===== src/rtl/hazard_controller_pkg.sv =====
// Shared constants and types for the pipeline hazard controller.
package hazard_controller_pkg;

  localparam int REG_ADDR_W            = 5;
  localparam int MEM_TIMEOUT_DEFAULT   = 16;
  localparam int CONTROL_SIGNALS_WIDTH = 5;
  localparam int WAIT_CNT_W            = 8;
  localparam int PERF_CNT_W            = 32;

  // One bit is enough for the two-state sequencer.
  typedef enum logic [0:0] {
    ST_RUN      = 1'b0,
    ST_MEM_WAIT = 1'b1
  } state_e;

  // Field order matches the packed output concatenation in the top.
  typedef struct packed {
    logic stall;
    logic flush;
    logic bubble;
    logic pc_hold;
    logic mem_hold;
  } ctrl_t;

  // A load in EX whose destination is read by the instruction in ID.
  // x0 is hard-wired to zero, so a load targeting it never creates a hazard.
  function automatic logic is_load_use(
    input logic                  ex_valid,
    input logic                  ex_mem_read,
    input logic [REG_ADDR_W-1:0] ex_rd_addr,
    input logic                  id_valid,
    input logic [REG_ADDR_W-1:0] id_rs1_addr,
    input logic [REG_ADDR_W-1:0] id_rs2_addr
  );
    return ex_valid & ex_mem_read & (ex_rd_addr != '0) & id_valid &
           ((ex_rd_addr == id_rs1_addr) | (ex_rd_addr == id_rs2_addr));
  endfunction

endpackage


===== src/rtl/hazard_controller_if.sv =====
// Pipeline-side signal bundle of the hazard controller.
// master = pipeline (drives stage status, receives controls),
// slave  = hazard controller.
interface hazard_controller_if ();
  import hazard_controller_pkg::*;

  logic                  id_valid;
  logic [REG_ADDR_W-1:0] id_rs1_addr;
  logic [REG_ADDR_W-1:0] id_rs2_addr;
  logic                  ex_valid;
  logic                  ex_mem_read;
  logic [REG_ADDR_W-1:0] ex_rd_addr;
  logic                  ex_branch_taken;
  logic                  mem_req;
  logic                  mem_ready;

  logic                  stall;
  logic                  flush;
  logic                  bubble;
  logic                  pc_hold;
  logic                  mem_hold;
  logic                  mem_timeout;
  logic [PERF_CNT_W-1:0] stall_count;
  logic [PERF_CNT_W-1:0] flush_count;

  modport master (
    output id_valid, id_rs1_addr, id_rs2_addr,
    output ex_valid, ex_mem_read, ex_rd_addr, ex_branch_taken,
    output mem_req, mem_ready,
    input  stall, flush, bubble, pc_hold, mem_hold, mem_timeout,
    input  stall_count, flush_count
  );

  modport slave (
    input  id_valid, id_rs1_addr, id_rs2_addr,
    input  ex_valid, ex_mem_read, ex_rd_addr, ex_branch_taken,
    input  mem_req, mem_ready,
    output stall, flush, bubble, pc_hold, mem_hold, mem_timeout,
    output stall_count, flush_count
  );

endinterface


===== src/rtl/hazard_controller_sat_counter32.sv =====
// 32-bit event counter that sticks at all-ones instead of wrapping.
module sat_counter32
  import hazard_controller_pkg::*;
(
  input  logic                  clk,
  input  logic                  reset,
  input  logic                  en,
  output logic [PERF_CNT_W-1:0] count
);

  // Count enabled cycles, holding once the maximum is reached.
  always_ff @(posedge clk or posedge reset) begin
    if (reset) begin
      count <= '0;
    end else if (en && (count != '1)) begin
      count <= count + 1'b1;
    end
  end

endmodule


===== src/rtl/hazard_controller.sv =====
// Pipeline hazard controller: load-use and branch hazards plus data-memory
// wait sequencing with a timeout.
//
//   state       | meaning
//   ------------+-------------------------------------------------------
//   ST_RUN      | normal flow; load-use / branch hazards resolved here
//   ST_MEM_WAIT | data access outstanding; pipeline frozen until ready
//
// The wait timer is a down-counter: loaded with MEM_TIMEOUT-1 on entry to
// ST_MEM_WAIT and the wait is abandoned when it reaches zero with the memory
// still not ready, which is the MEM_TIMEOUT-th cycle spent waiting.
module hazard_controller
  import hazard_controller_pkg::*;
#(
  parameter int MEM_TIMEOUT = MEM_TIMEOUT_DEFAULT
) (
  input logic           clk,
  input logic           reset,
  hazard_controller_if.slave hz
);

  localparam logic [WAIT_CNT_W-1:0] WAIT_LOAD = WAIT_CNT_W'(MEM_TIMEOUT - 1);

  state_e                state_q;
  state_e                state_d;
  logic [WAIT_CNT_W-1:0] wait_rem_q;
  logic [WAIT_CNT_W-1:0] wait_rem_d;
  logic                  timeout_q;
  logic                  timeout_set;
  logic                  load_use;
  logic                  branch_flush;
  logic                  mem_miss;
  ctrl_t                 ctrl;

  assign load_use = is_load_use(hz.ex_valid, hz.ex_mem_read, hz.ex_rd_addr,
                                hz.id_valid, hz.id_rs1_addr, hz.id_rs2_addr);
  assign branch_flush = hz.ex_valid & hz.ex_branch_taken;
  assign mem_miss     = hz.mem_req & ~hz.mem_ready;

  // State, wait timer and sticky timeout flag registers.
  always_ff @(posedge clk or posedge reset) begin
    if (reset) begin
      state_q    <= ST_RUN;
      wait_rem_q <= '0;
      timeout_q  <= 1'b0;
    end else begin
      state_q    <= state_d;
      wait_rem_q <= wait_rem_d;
      if (timeout_set) begin
        timeout_q <= 1'b1;
      end
    end
  end

  // Next-state and wait-timer update.
  always_comb begin
    state_d     = state_q;
    wait_rem_d  = wait_rem_q;
    timeout_set = 1'b0;
    case (state_q)
      ST_RUN: begin
        if (mem_miss) begin
          state_d    = ST_MEM_WAIT;
          wait_rem_d = WAIT_LOAD;
        end
      end
      ST_MEM_WAIT: begin
        if (hz.mem_ready) begin
          state_d    = ST_RUN;
          wait_rem_d = '0;
        end else if (wait_rem_q == '0) begin
          state_d     = ST_RUN;
          wait_rem_d  = '0;
          timeout_set = 1'b1;
        end else begin
          wait_rem_d = wait_rem_q - 1'b1;
        end
      end
      default: begin
        state_d    = ST_RUN;
        wait_rem_d = '0;
      end
    endcase
  end

  // Pipeline control outputs; forced low for as long as reset is applied.
  // A memory miss freezes the whole pipeline, EX included, so it also
  // outranks branch and load-use handling on the cycle it is first seen:
  // the held branch is then taken on the first cycle back in ST_RUN.
  always_comb begin
    ctrl = '0;
    if (!reset) begin
      case (state_q)
        ST_RUN: begin
          if (mem_miss) begin
            ctrl.stall    = 1'b1;
            ctrl.pc_hold  = 1'b1;
            ctrl.mem_hold = 1'b1;
          end else if (branch_flush) begin
            ctrl.flush = 1'b1;
          end else if (load_use) begin
            ctrl.stall   = 1'b1;
            ctrl.pc_hold = 1'b1;
            ctrl.bubble  = 1'b1;
          end
        end
        ST_MEM_WAIT: begin
          if (!hz.mem_ready) begin
            ctrl.stall    = 1'b1;
            ctrl.pc_hold  = 1'b1;
            ctrl.mem_hold = 1'b1;
          end
        end
        default: ctrl = '0;
      endcase
    end
  end

  assign {hz.stall, hz.flush, hz.bubble, hz.pc_hold, hz.mem_hold} =
         CONTROL_SIGNALS_WIDTH'(ctrl);
  assign hz.mem_timeout = timeout_q;

  sat_counter32 u_stall_cnt (
    .clk   (clk),
    .reset (reset),
    .en    (ctrl.stall),
    .count (hz.stall_count)
  );

  sat_counter32 u_flush_cnt (
    .clk   (clk),
    .reset (reset),
    .en    (ctrl.flush),
    .count (hz.flush_count)
  );

endmodule


===== src/flat_wrapper.sv =====
// flat-port wrapper written by rule: the top's interface ports become plain ports
module hazard_controller_flat import hazard_controller_pkg::*;
#(
  parameter int MEM_TIMEOUT = MEM_TIMEOUT_DEFAULT
)
  (clk, reset, hz_id_valid, hz_id_rs1_addr, hz_id_rs2_addr, hz_ex_valid, hz_ex_mem_read, hz_ex_rd_addr, hz_ex_branch_taken, hz_mem_req, hz_mem_ready, hz_stall, hz_flush, hz_bubble, hz_pc_hold, hz_mem_hold, hz_mem_timeout, hz_stall_count, hz_flush_count);
  hazard_controller_if hz_i ();
  input logic clk;
  input logic reset;
  input wire logic [$bits(hz_i.id_valid)-1:0] hz_id_valid;
  input wire logic [$bits(hz_i.id_rs1_addr)-1:0] hz_id_rs1_addr;
  input wire logic [$bits(hz_i.id_rs2_addr)-1:0] hz_id_rs2_addr;
  input wire logic [$bits(hz_i.ex_valid)-1:0] hz_ex_valid;
  input wire logic [$bits(hz_i.ex_mem_read)-1:0] hz_ex_mem_read;
  input wire logic [$bits(hz_i.ex_rd_addr)-1:0] hz_ex_rd_addr;
  input wire logic [$bits(hz_i.ex_branch_taken)-1:0] hz_ex_branch_taken;
  input wire logic [$bits(hz_i.mem_req)-1:0] hz_mem_req;
  input wire logic [$bits(hz_i.mem_ready)-1:0] hz_mem_ready;
  output wire logic [$bits(hz_i.stall)-1:0] hz_stall;
  output wire logic [$bits(hz_i.flush)-1:0] hz_flush;
  output wire logic [$bits(hz_i.bubble)-1:0] hz_bubble;
  output wire logic [$bits(hz_i.pc_hold)-1:0] hz_pc_hold;
  output wire logic [$bits(hz_i.mem_hold)-1:0] hz_mem_hold;
  output wire logic [$bits(hz_i.mem_timeout)-1:0] hz_mem_timeout;
  output wire logic [$bits(hz_i.stall_count)-1:0] hz_stall_count;
  output wire logic [$bits(hz_i.flush_count)-1:0] hz_flush_count;
  assign hz_i.id_valid = hz_id_valid;
  assign hz_i.id_rs1_addr = hz_id_rs1_addr;
  assign hz_i.id_rs2_addr = hz_id_rs2_addr;
  assign hz_i.ex_valid = hz_ex_valid;
  assign hz_i.ex_mem_read = hz_ex_mem_read;
  assign hz_i.ex_rd_addr = hz_ex_rd_addr;
  assign hz_i.ex_branch_taken = hz_ex_branch_taken;
  assign hz_i.mem_req = hz_mem_req;
  assign hz_i.mem_ready = hz_mem_ready;
  assign hz_stall = hz_i.stall;
  assign hz_flush = hz_i.flush;
  assign hz_bubble = hz_i.bubble;
  assign hz_pc_hold = hz_i.pc_hold;
  assign hz_mem_hold = hz_i.mem_hold;
  assign hz_mem_timeout = hz_i.mem_timeout;
  assign hz_stall_count = hz_i.stall_count;
  assign hz_flush_count = hz_i.flush_count;
  hazard_controller #(.MEM_TIMEOUT(MEM_TIMEOUT)) u_core (.clk(clk), .reset(reset), .hz(hz_i));
endmodule

===== config.mk =====
export PLATFORM = sky130hd
export DESIGN_NAME = hazard_controller_flat
export DESIGN_NICKNAME = d
export VERILOG_FILES = /design/src/rtl/hazard_controller_pkg.sv /design/src/rtl/hazard_controller_if.sv /design/src/rtl/hazard_controller_sat_counter32.sv /design/src/rtl/hazard_controller.sv /design/src/flat_wrapper.sv
export SDC_FILE = /design/constraint.sdc
export NUM_CORES = 1
export LEC_CHECK = 0
export ABC_AREA = 1
export BUFFER_PORTS_ARGS = -buffer_cell sky130_fd_sc_hd__buf_4
export CAP_MARGIN = 10
export CORE_MARGIN = 1.5
export CORE_UTILIZATION = 40
export CTS_CLUSTER_SIZE = 30
export DETAILED_ROUTE_END_ITERATION = 16
export PLACE_DENSITY = 0.58
export SYNTH_ARGS = -nofsm -noshare
export SYNTH_HDL_FRONTEND = slang
export SYNTH_SLANG_ARGS = --single-unit

===== constraint.sdc =====
create_clock -name clk -period 2.9 [get_ports clk]
set_clock_uncertainty 0.1 [all_clocks]
set_input_delay 0.145 -clock clk [delete_from_list [all_inputs] [get_ports clk]]
set_output_delay 0.145 -clock clk [all_outputs]
set_load 0.02 [all_outputs]

# [Word level (Yosys, flattened, before mapping)]
# Index checks and enable logic that the tools add are counted.
[word_totals] ff_bits=74 inputBits=23 out_inout_bits=70 wordCells=51
[op_classes] add_sub_neg=3 n_eq_ne=5 n_mux=25 n_bitwise=9 reduce_logical=4
[ops] cell="$add A32 B1 Y32 const B" n=2
[ops] cell="$ne A32 B32 Y1 const B" n=2
[ops] cell="$mux W8" n=3
[ops] cell="$pmux W8 S2" n=1
[ops] cell="$mux W1" n=12
[ops] cell="$eq A5 B5 Y1" n=2
[ops] cell="$mux W2" n=5
[ops] cell="$logic_not A8 Y1" n=1
[ops] cell="$sub A8 B1 Y8 const B" n=1
[ops] cell="$and A1 B1 Y1" n=6
[ops] cell="$mux W5" n=1
[ops] cell="$reduce_bool A5 Y1" n=1
[ops] cell="$pmux W1 S2" n=2
[ops] cell="$pmux W2 S2" n=1
[ops] cell="$logic_and A1 B1 Y1" n=2
[ops] cell="$ne A2 B1 Y1 const B" n=1
[ops] cell="$not A1 Y1" n=2
[ops] cell="$or A1 B1 Y1" n=1

# [Logic depth before layout (Yosys ltp)]
# Gate-level depths: netlist (run 1).
[logic_depth] depth_word=10 ltp_mapped=12 depth_no_buf=11

# [By module]
# From an unflattened synthesis (run 1), not the netlist that was laid out.
[unflattened] hier_cells=847 hier_area_um2=5325.1
[modules_own_cells] module="sat_counter32" n_inst=2 cells_each=361 area_each_um2=2257.2 seq_area_each_um2=800.8
[modules_own_cells] module="hazard_controller" n_inst=1 cells_each=125 area_each_um2=810.8 seq_area_each_um2=250.2

# [Worst setup path after synthesis (run 1)]
# No wires, ideal clock.
[synth_path] path_kind="flip-flop to flip-flop" from="reg u_core.state_q" to="reg u_core.u_flush_cnt.count[2]" setup_time_ps=80 t_arrival_ps=1810 required_ps=2720 slack_ps=910 path_stages_with_launch=8 path_buffers=1 period_less_slack_ps=1990 cell_sequence="dfrtp_1 > inv_1 > nand2_2 > nor3_1 > nand2_2 > buf_2 > nor2_1 > xor2_1"
[synth_via] elab_chain_cells=3
[synth_lines] item="from (decl)" line_no="hazard_controller.sv:24" text="state_e state_q;"
[synth_lines] item="from (signal assigned)" line_no="hazard_controller.sv:47" text="state_q <= state_d;"
[synth_lines] item="$mux W2" line_no="hazard_controller.sv:93" text="case (state_q)"
[synth_lines] item="$mux W5" line_no="hazard_controller.sv:92" text="if (!reset) begin"
[synth_lines] item="named net hz_flush" line_no="flat_wrapper.sv:20" text="output wire logic [$bits(hz_i.flush)-1:0] hz_flush;"
[synth_lines] item="$logic_and A1 B1 Y1" line_no="hazard_controller_sat_counter32.sv:15" text="end else if (en && (count != '1)) begin"
[synth_lines] item="to (signal assigned)" line_no="hazard_controller_sat_counter32.sv:16" text="count <= count + 1'b1;"
[synth_lines] item="to (decl)" line_no="hazard_controller_sat_counter32.sv:8" text="output logic [PERF_CNT_W-1:0] count"
# The timed path passes the listed nets, and every way through them passes these cells.
# A chain may end at the register's enable or synchronous reset.

# [Worst setup path after layout (run 1)]
[layout_path] from="reg u_core.state_q" to="reg u_core.u_flush_cnt.count[13]"
[layout_via] elab_chain_cells=3
[layout_lines] item="$mux W2" line_no="hazard_controller.sv:93"
[layout_lines] item="$mux W5" line_no="hazard_controller.sv:92"
[layout_lines] item="$logic_and A1 B1 Y1" line_no="hazard_controller_sat_counter32.sv:15"
# Every way passes these cells.

==> results of run 1 <==
==> per-layer routing <==
metal  wire length [um]  vias up
met2               5950      127
met3                608       18
li1                   -     2433
met4                297        0
met5                  0        -
met1               6250     2181
==> cell usage in the layout, fill, tap and decap left out, drive strengths merged <==
| master | instances |
|---|---|
| ha | 4 |
| a21oi | 2 |
| dfrtp | 74 |
| o221ai | 2 |
| nor3 | 29 |
| inv | 71 |
| bufinv | 1 |
| nand4 | 10 |
| o22ai | 2 |
| o21ai | 12 |
| buf | 95 |
| nor2 | 93 |
| o211ai | 1 |
| xnor2 | 9 |
| a31oi | 1 |
| clkbuf | 14 |
| dlygate4sd3 | 1 |
| a31o | 1 |
| nand2 | 282 |
| nand3 | 52 |
| xor2 | 42 |
| nor4 | 1 |
| and3 | 3 |
| nand3b | 10 |
| nor3b | 2 |
| a21boi | 1 |
==> sequential cells by signal (all words and copies together) (netlist names) <==
signal,cells
u_core.wait_rem_q,8
u_core.hz.mem_timeout,1
u_core.u_flush_cnt.count,32
u_core.u_stall_cnt.count,32
u_core.state_q,1
==> worst min path at each step <==
stage	from	to	slack, ns	depth (start not counted)
after floorplan	reset	hz_bubble	0.28	1
after global placement	reset	u_core.state_q$_DFF_PP0_	0.23	2
after detailed placement	reset	u_core.state_q$_DFF_PP0_	0.23	2
after CTS	hz_mem_ready	u_core.hz.mem_timeout$_DFFE_PP0P_	0.12	3
after global routing	hz_mem_ready	u_core.hz.mem_timeout$_DFFE_PP0P_	0.13	3
final	hz_mem_ready	u_core.hz.mem_timeout$_DFFE_PP0P_	0.13	3
==> cell families (layout without fill, tap and decap cells) <==
kind of cell	Yosys count	in the layout	synth area share, %
AOI/OAI and AO/OA	22	22	2.68
xor gates and xnor gates	51	51	9.20
adders and majority gates	4	4	1.03
buffers and inverters	85	182	7.32
DFF	74	74	38.1
and+or+nand+nor	482	482	41.6
==> critical path: stages (launching register included) <==
cell	delay, ns
sky130_fd_sc_hd__dfrtp_1	0.41
sky130_fd_sc_hd__inv_1	0.13
sky130_fd_sc_hd__nand2_2	0.14
sky130_fd_sc_hd__nor3_1	0.43
sky130_fd_sc_hd__nand2_2	0.41
sky130_fd_sc_hd__inv_2	0.47
sky130_fd_sc_hd__nand2_1	0.09
sky130_fd_sc_hd__o21ai_1	0.11
==> final cells by class <==
| class | count | share of cell area [%] |
|---|---|---|
| Timing Repair Buffer | 96 | 12.2 |
| Inverter | 71 | 4.43 |
| Clock inverter | 1 | 0.500 |
| Multi-Input combinational cell | 559 | 44.1 |
| Sequential cell | 74 | 30.8 |
| Tap cell | 147 | 3.06 |
| Clock buffer | 14 | 4.89 |
==> per-stage QoR <==
step	setup slack [ns]	hold slack, ns
after detailed placement	0.454	0.226
after CTS	0.448	0.116
after global placement	0.461	0.226
final	0.512	0.133
after global routing	0.244	0.129
after floorplan	0.773	0.279
==> repair_timing <==
item,CTS,global route
hold buffers,1,0
hold endpoints to repair,30,0
gates resized for setup,0,0
==> power breakdown <==
part           internal, mW  switching (mW)  total, mW
clock network         0.779           0.425       1.20
registers              1.17           0.161       1.33
logic                 0.333           0.504      0.837
total                  2.28            1.09       3.37
==> results.yml, run 1 <==
global_route:
  grt.met1_usage_pct: 29.4
  grt_use_met2_pct: 33.4
  grt_use_total_pct: 21.3
  grt_busiest_layer: "met2"
  grt_max_degree: 45
  grtUsageMet3_pct: 3.80
  global_route_wire_length_before_repair_um: 21700
  initial_antenna_violation_count: 0
  gr-total-overflow: 0
  first_global_vias: 4447
synth:
  dominantRegCellSynth: "sky130_fd_sc_hd__dfrtp_1"
  post-synth-top-count-cell: "sky130_fd_sc_hd__nand2_1"
  portion_of_synthesized_cell_area_occupied_by_the_leading_cell_type_pct: 38.1
  synth_sequential_area_ratio_pct: 38.1
  yosys_register_bits: 74
  ys_types: 32
  synth_edf_count: 0
  post_syn_area_per_cell_um2: 6.76
  mappedNetlistArea_um2: 4850
  synthTopCellsByArea: "sky130_fd_sc_hd__dfrtp_1, sky130_fd_sc_hd__nand2_1, sky130_fd_sc_hd__xor2_1"
  leading_post_synthesis_cells_by_instance_count: "sky130_fd_sc_hd__nand2_1, sky130_fd_sc_hd__nor2_1, sky130_fd_sc_hd__dfrtp_1, sky130_fd_sc_hd__inv_1, sky130_fd_sc_hd__nand3_1"
  synth_warnings: 0
  syn_nets: 745
  netlist.top_cell.by_area: "sky130_fd_sc_hd__dfrtp_1"
  asyncSetResetFlopFracSynth_pct: 100
  syn_inst: 718
setup_path:
  worst_setup_path_endpoint: "u_core.u_flush_cnt.count[13]$_DFFE_PP0P_"
  rr_endpoint: "u_core.u_flush_cnt.count[13]$_DFFE_PP0P_"
  reg2reg_setup_slack_ns: 0.51
  crit_required_ns: 3.05
  startpoint: "u_core.state_q$_DFF_PP0_"
  cp-start-kind: "flop"
  critPathCaptureType: "flop"
  crit_path_max_fanout: 26
  worst_r2r_startpoint: "u_core.state_q$_DFF_PP0_"
  worstRegToRegCells: 7
  worstSetupPathType: "flop to flop"
  cp.arrival_ns: 2.54
placement:
  gp_routability_congestion: 0.889
  portBuffers: 92
  dp_hpwl_um: 9950
  dp.cells: 946
  placed_area_um2: 5680
final_layout:
  area_occupied_by_multi_input_gates_um2: 2650
  regArea_um2: 1850
  final_layout_size_suffix_gt1_share_pct: 15.0
  filler_cell_count: 1221
  syn2layout_area_growth_pct: 23.8
  final_core_util_pct: 50.5
  layoutNonFillerInstCount: 962
  design_area_um2: 6010
  antenna_cells_inserted: 0
  finish.net_count: 838
die:
  placement_rows: 40
  total_die_area_um2: 12800
  initial_core_util_pct: 40.8
  die_y_um: 113
  die_width_um: 113
  pin_count: 93
  core_area_um2: 11900
sta:
  unrepaired_setup_endpoints_after_global_routing: "false"
  min_period_ns: 2.39
  timing.setup.tns_ns: 0
  slew_viol_final: 0
  finalCritPeriodShare_pct: 82.3
  timing_worst_slew_pin_value_ns: 0.679
  timing.final.hold_violations: 0
  setup_viol_count_final: 0
  slew_headroom_pct: 54.4
  fmax_ghz: 0.419
detailed_routing:
  route.final.wire_length_um: 13100
  route.detailed.drc: 0
  vias_per_cell: 4.95
  drt_pre_antenna_iters: 7
  dr_vias: 4759
  antenna_left: 0
  routed_wire_length_per_instance_um: 13.6
  dr.first_iter.drc_count: 239
clocking:
  postCtsSetupBuffers: 0
  cts_inserted_buffers: 9
  cts_htree_levels: 3
  clock_buffer_depth: 2
  insertion_delay_ns: 0.34
  tritoncts: "built"
  clk_pin_slew_worst_paths_ns: 0.06
  numClockSinks: 74
  root_buffer: "sky130_fd_sc_hd__clkbuf_16"
pwr:
  power_leakage_nw: 3.03
  power-per-cell-area_nw_per_um2: 561
  fin_total_pwr_mw: 3.37
  ir_worst_vdd_mv: 0.397
worst_hold_path:
  hold_path_class: "input pin to flop"
status:
  outcome: "complete, no violations"
run:
  max_cap_violations: 0
Note: power is estimated with default switching activity, not from simulation.
==> run 2, diff against run 1 <==
- clock period: 2.9 -> 2.2 ns (I/O delays scaled with it)
==> results.yml, run 2 (synthesis gave the netlist of run 1 again) <==
detailed_routing:
  dr.first_iter.drc_count: 326
  drt_pre_antenna_iters: 5
  route.final.wire_length_um: 13800
  dr_vias: 4871
  vias_per_cell: 4.97
  routed_wire_length_per_instance_um: 14.1
  route.detailed.drc: 0
  antenna_left: 0
sta:
  min_period_ns: 1.94
  setup_viol_count_final: 0
  fmax_ghz: 0.514
  timing_worst_slew_pin_value_ns: 0.767
  finalCritPeriodShare_pct: 88.4
  unrepaired_setup_endpoints_after_global_routing: "false"
  slew_viol_final: 0
  slew_headroom_pct: 48.8
  timing.setup.tns_ns: 0
  timing.final.hold_violations: 0
pwr:
  power-per-cell-area_nw_per_um2: 729
  power_leakage_nw: 3.12
  ir_worst_vdd_mv: 0.443
final_layout:
  syn2layout_area_growth_pct: 26.3
  biggestRegsByFlops: "u_core.u_flush_cnt.count (32), u_core.u_stall_cnt.count (32), u_core.wait_rem_q (8)"
  most-common-layout-cells: "sky130_fd_sc_hd__nand2_1, sky130_fd_sc_hd__buf_4, sky130_fd_sc_hd__nor2_1, sky130_fd_sc_hd__dfrtp_1, sky130_fd_sc_hd__inv_1"
  filler_cell_count: 1255
  most_common_library_cell_in_the_layout_ignoring_fill_and_taps: "sky130_fd_sc_hd__nand2_1"
  antenna_cells_inserted: 0
  final_layout_size_suffix_gt1_share_pct: 16.7
  regArea_um2: 1850
  final_core_util_pct: 51.5
  finish.net_count: 856
  area_occupied_by_multi_input_gates_um2: 2650
setup_path:
  crit_path_max_fanout: 5
  worstSetupPathType: "flop to flop"
  cp.arrival_ns: 2.08
  reg2reg_setup_slack_ns: 0.26
  worst_r2r_startpoint: "u_core.u_stall_cnt.count[6]$_DFFE_PP0P_"
  worstPathCellList: "nand2_1 -> nor2_1 -> nand2_1 -> nor2_1 -> buf_4 -> nand2_1 -> nand2_1 -> nand2_1 -> nand3_1 -> nand2_1"
  cp_slowest_stage_delay_ns: 0.47
  rr_endpoint: "u_core.u_stall_cnt.count[25]$_DFFE_PP0P_"
  critPathMostFrequentCell: "sky130_fd_sc_hd__nand2_1"
  worstRegToRegCells: 10
  cp-start-kind: "flop"
  crit_required_ns: 2.34
  critPathCaptureType: "flop"
  crit_path_top_delay_cell: "sky130_fd_sc_hd__dfrtp_1"
worst_hold_path:
  hold_path_class: "input pin to flop"
  worstHoldEndpoint: "u_core.wait_rem_q[0]$_DFFE_PP0P_"
  whs_path_depth: 5
  min_from: "hz_mem_req"
die:
  die_y_um: 113
  die_width_um: 113
  initial_core_util_pct: 40.8
  pin_count: 93
  placement_rows: 40
  total_die_area_um2: 12800
  core_area_um2: 11900
run:
  max_cap_violations: 0
clocking:
  numClockSinks: 74
  postCtsSetupBuffers: 0
  insertion_delay_ns: 0.34
  cts_inserted_buffers: 9
  root_buffer: "sky130_fd_sc_hd__clkbuf_16"
  tritoncts: "built"
  clk_pin_slew_worst_paths_ns: 0.06
  clock_buffer_depth: 2
  cts_htree_levels: 3
placement:
  portBuffers: 92
  gp_routability_congestion: 0.891
  dp_hpwl_um: 10500
status:
  outcome: "complete, no violations"
global_route:
  grt_max_degree: 37
  gr-total-overflow: 0
  initial_antenna_violation_count: 0
  first_global_vias: 4745
  grt_use_total_pct: 22.5
  global_route_wire_length_before_repair_um: 22900
[run 2: cell types whose count changed in the layout (fill, tap and decap cells not counted), sizes merged]
cell    before  now
buf         95  113
clkinv       0    1
clkbuf      14   13
[run 2: how the worst max path moves through the flow]
stage | from | endpoint | cells after the start
after floorplan | reset | u_core.hz.mem_timeout$_DFFE_PP0P_ | 1
after global placement | u_core.state_q$_DFF_PP0_ | u_core.u_flush_cnt.count[4]$_DFFE_PP0P_ | 8
after detailed placement | u_core.state_q$_DFF_PP0_ | u_core.u_flush_cnt.count[4]$_DFFE_PP0P_ | 8
after CTS | u_core.state_q$_DFF_PP0_ | u_core.u_flush_cnt.count[4]$_DFFE_PP0P_ | 8
after global routing | u_core.u_flush_cnt.count[1]$_DFFE_PP0P_ | u_core.u_flush_cnt.count[10]$_DFFE_PP0P_ | 10
final | u_core.u_stall_cnt.count[6]$_DFFE_PP0P_ | u_core.u_stall_cnt.count[25]$_DFFE_PP0P_ | 10
[run 2: final cells by class]
cell class,instances,share of cell area [%]
Timing Repair Buffer,114,14.2
Clock inverter,2,0.571
Inverter,71,4.39
Sequential cell,74,30.2
Multi-Input combinational cell,559,43.2
Tap cell,147,3.00
Clock buffer,13,4.41
[run 2: power breakdown]
| group | switching, mW | internal, mW |
|---|---|---|
| Combinational | 0.701 | 0.477 |
| Sequential | 0.199 | 1.54 |
| Clock | 0.586 | 0.964 |
[run 2: critical path: cells and delay by family, from the launching register on]
kind	cells	cell delay [ns]
flops	1	0.47
buf+inv	1	0.18
simple gates	9	1.08
[run 2: timing repair]
item | in CTS | in global routing
hold endpoints to repair | 32 | 0
resized for setup | 0 | 3
endpoints found under the setup margin | 0 | 5
hold buffers | 1 | 0
[run 2: per-layer routing]
layer	global-route usage [%]	vias to the layer above	wire length, um
li1	-	2470	-
met1	31.2	2272	6790
met2	35.4	115	6150
met3	3.70	14	649
met4	8.42	0	210
met5	0	-	0
[run 2: metrics by stage]
step                cell area [um^2]  setup WS [ns]  hold slack (ns)  power [mW]  instances
floorplan                       4850          0.108            0.209        2.45        718
global placement                5810          0.190            0.222        2.92        964
detailed placement              5810          0.168            0.224        2.94        964
CTS                             6130          0.159           0.0898        4.51        980
global route                    6130         0.0446            0.102        4.69        980
finish                          6130          0.256           0.0904        4.47        980
==> run 3, diff against run 2 <==
- RECOVER_POWER: default -> 100
==> results.yml, run 3 (synthesis gave the netlist of run 1 again) <==
sta:
  min_period_ns: 2.01
  slew_viol_final: 0
  timing_worst_slew_pin_value_ns: 1.34
  whs_ns: 0.0772
  setup_viol_count_final: 0
  timing.setup.tns_ns: 0
  timing.final.hold_violations: 0
  fmax_ghz: 0.498
  finalWorstSetupSlack_ns: 0.190
  unrepaired_setup_endpoints_after_global_routing: "false"
  slew_headroom_pct: 10.5
  finalCritPeriodShare_pct: 91.4
detailed_routing:
  route.final.wire_length_um: 13800
  route.detailed.drc: 0
  dr_vias: 4886
  antenna_left: 0
  dr.first_iter.drc_count: 342
  routed_wire_length_per_instance_um: 14.1
  vias_per_cell: 4.99
  drt_pre_antenna_iters: 5
worst_hold_path:
  min_from: "hz_mem_req"
  worstHoldEndpoint: "u_core.wait_rem_q[0]$_DFFE_PP0P_"
  whs_path_depth: 5
  hold_path_class: "input pin to flop"
global_route:
  initial_antenna_violation_count: 0
  grt_max_degree: 37
  grt_use_total_pct: 22.5
  gr-total-overflow: 0
  global_route_wire_length_before_repair_um: 22900
  first_global_vias: 4745
setup_path:
  rr_endpoint: "u_core.u_stall_cnt.count[26]$_DFFE_PP0P_"
  path_buf_inv: 2
  crit_path_max_fanout: 9
  cp.arrival_ns: 1.80
  cp-start-kind: "flop"
  crit_required_ns: 1.99
  worstSetupPathType: "flop to primary output"
  cp_slowest_stage_delay_ns: 0.43
  path_delay_family: "simple AND/OR/NAND/NOR gates"
  critPathCaptureType: "primary output"
  reg2reg_setup_slack_ns: 0.21
  worst_r2r_startpoint: "u_core.state_q$_DFF_PP0_"
  worstRegToRegCells: 8
  critPathMostFrequentCell: "sky130_fd_sc_hd__nand2_1"
  crit_path_top_delay_cell: "sky130_fd_sc_hd__dfrtp_1"
  worstPathCellList: "inv_1 -> nand2_1 -> nand2_1 -> nand2_1 -> clkbuf_2"
final_layout:
  final_core_util_pct: 49.2
  biggestRegsByFlops: "u_core.u_flush_cnt.count (32), u_core.u_stall_cnt.count (32), u_core.wait_rem_q (8)"
  most-common-layout-cells: "sky130_fd_sc_hd__nand2_1, sky130_fd_sc_hd__nor2_1, sky130_fd_sc_hd__dfrtp_1, sky130_fd_sc_hd__inv_1, sky130_fd_sc_hd__clkbuf_1"
  final_layout_size_suffix_gt1_share_pct: 8.28
  most_common_library_cell_in_the_layout_ignoring_fill_and_taps: "sky130_fd_sc_hd__nand2_1"
  finish.net_count: 856
  syn2layout_area_growth_pct: 20.7
  antenna_cells_inserted: 0
  filler_cell_count: 1326
  design_area_um2: 5860
clocking:
  clock_buffer_depth: 2
  tritoncts: "built"
  insertion_delay_ns: 0.34
  numClockSinks: 74
  root_buffer: "sky130_fd_sc_hd__clkbuf_16"
  cts_htree_levels: 3
  cts_inserted_buffers: 9
  clk_pin_slew_worst_paths_ns: 0.06
placement:
  dp_hpwl_um: 10500
  gp_routability_congestion: 0.891
  placed_area_um2: 5810
  placement_stage_worst_setup_slack_ns: 0.168
  portBuffers: 92
die:
  core_area_um2: 11900
  initial_core_util_pct: 40.8
  die_width_um: 113
  die_y_um: 113
  total_die_area_um2: 12800
  placement_rows: 40
  pin_count: 93
pwr:
  power-per-cell-area_nw_per_um2: 739
  ir_worst_vdd_mv: 0.442
  power_leakage_nw: 2.83
run:
  max_cap_violations: 0
status:
  outcome: "complete, no violations"
==> run 3: cell types whose count changed in the layout (fill, tap and decap cells not counted), sizes merged <==
cell,change
buf,-71
clkbuf,+71
==> run 3: layer usage <==
metal	vias up	GRT usage (%)	routed length, um
met5	-	0	0
met4	0	8.42	215
met3	16	3.70	651
met2	126	35.4	6170
met1	2273	31.2	6800
li1	2471	-	-
==> run 3: where the power goes <==
part	total, mW	internal [mW]	switching, mW
Clock	1.55	0.964	0.586
Sequential	1.74	1.54	0.194
Combinational	1.05	0.350	0.695
Total	4.33	2.86	1.48
==> run 3: how the worst max path moves through the flow <==
stage | end | start | depth (start not counted)
2_1_floorplan | u_core.hz.mem_timeout$_DFFE_PP0P_ | reset | 1
3_3_place_gp | u_core.u_flush_cnt.count[4]$_DFFE_PP0P_ | u_core.state_q$_DFF_PP0_ | 8
3_5_place_dp | u_core.u_flush_cnt.count[4]$_DFFE_PP0P_ | u_core.state_q$_DFF_PP0_ | 8
4_1_cts | u_core.u_flush_cnt.count[4]$_DFFE_PP0P_ | u_core.state_q$_DFF_PP0_ | 8
5_1_grt | u_core.u_flush_cnt.count[10]$_DFFE_PP0P_ | u_core.u_flush_cnt.count[1]$_DFFE_PP0P_ | 10
6_report | hz_pc_hold | u_core.state_q$_DFF_PP0_ | 5
==> run 3: worst reg2reg max path, delay by kind of cell, from the launching register on <==
family / cells / cell delay [ns]
buf+inv: 2 / 0.39
flops: 1 / 0.43
simple gates: 6 / 0.96
==> run 3: through the flow <==
step / cells / power (mW)
2_1_floorplan: 718 / 2.45
3_3_place_gp: 964 / 2.92
3_5_place_dp: 964 / 2.94
4_1_cts: 980 / 4.51
5_1_grt: 980 / 4.56
6_report: 980 / 4.33
==> run 3: cell type report <==
class / instances / area [um^2] / share of cell area (%)
clock buffers: 13 / 270 / 4.61
inverters: 71 / 269 / 4.59
flip-flops and latches: 74 / 1850 / 31.6
multi-input cells: 559 / 2650 / 45.2
clock inverters: 2 / 35.0 / 0.598
well taps: 147 / 184 / 3.14
repair buffers: 114 / 601 / 10.3
==> run 3: repair_timing <==
action,CTS,global route
buffers inserted,0,0
endpoints found under the hold margin,32,0
resized for setup,0,3
hold buffers,1,0
endpoints found under the setup margin,0,5
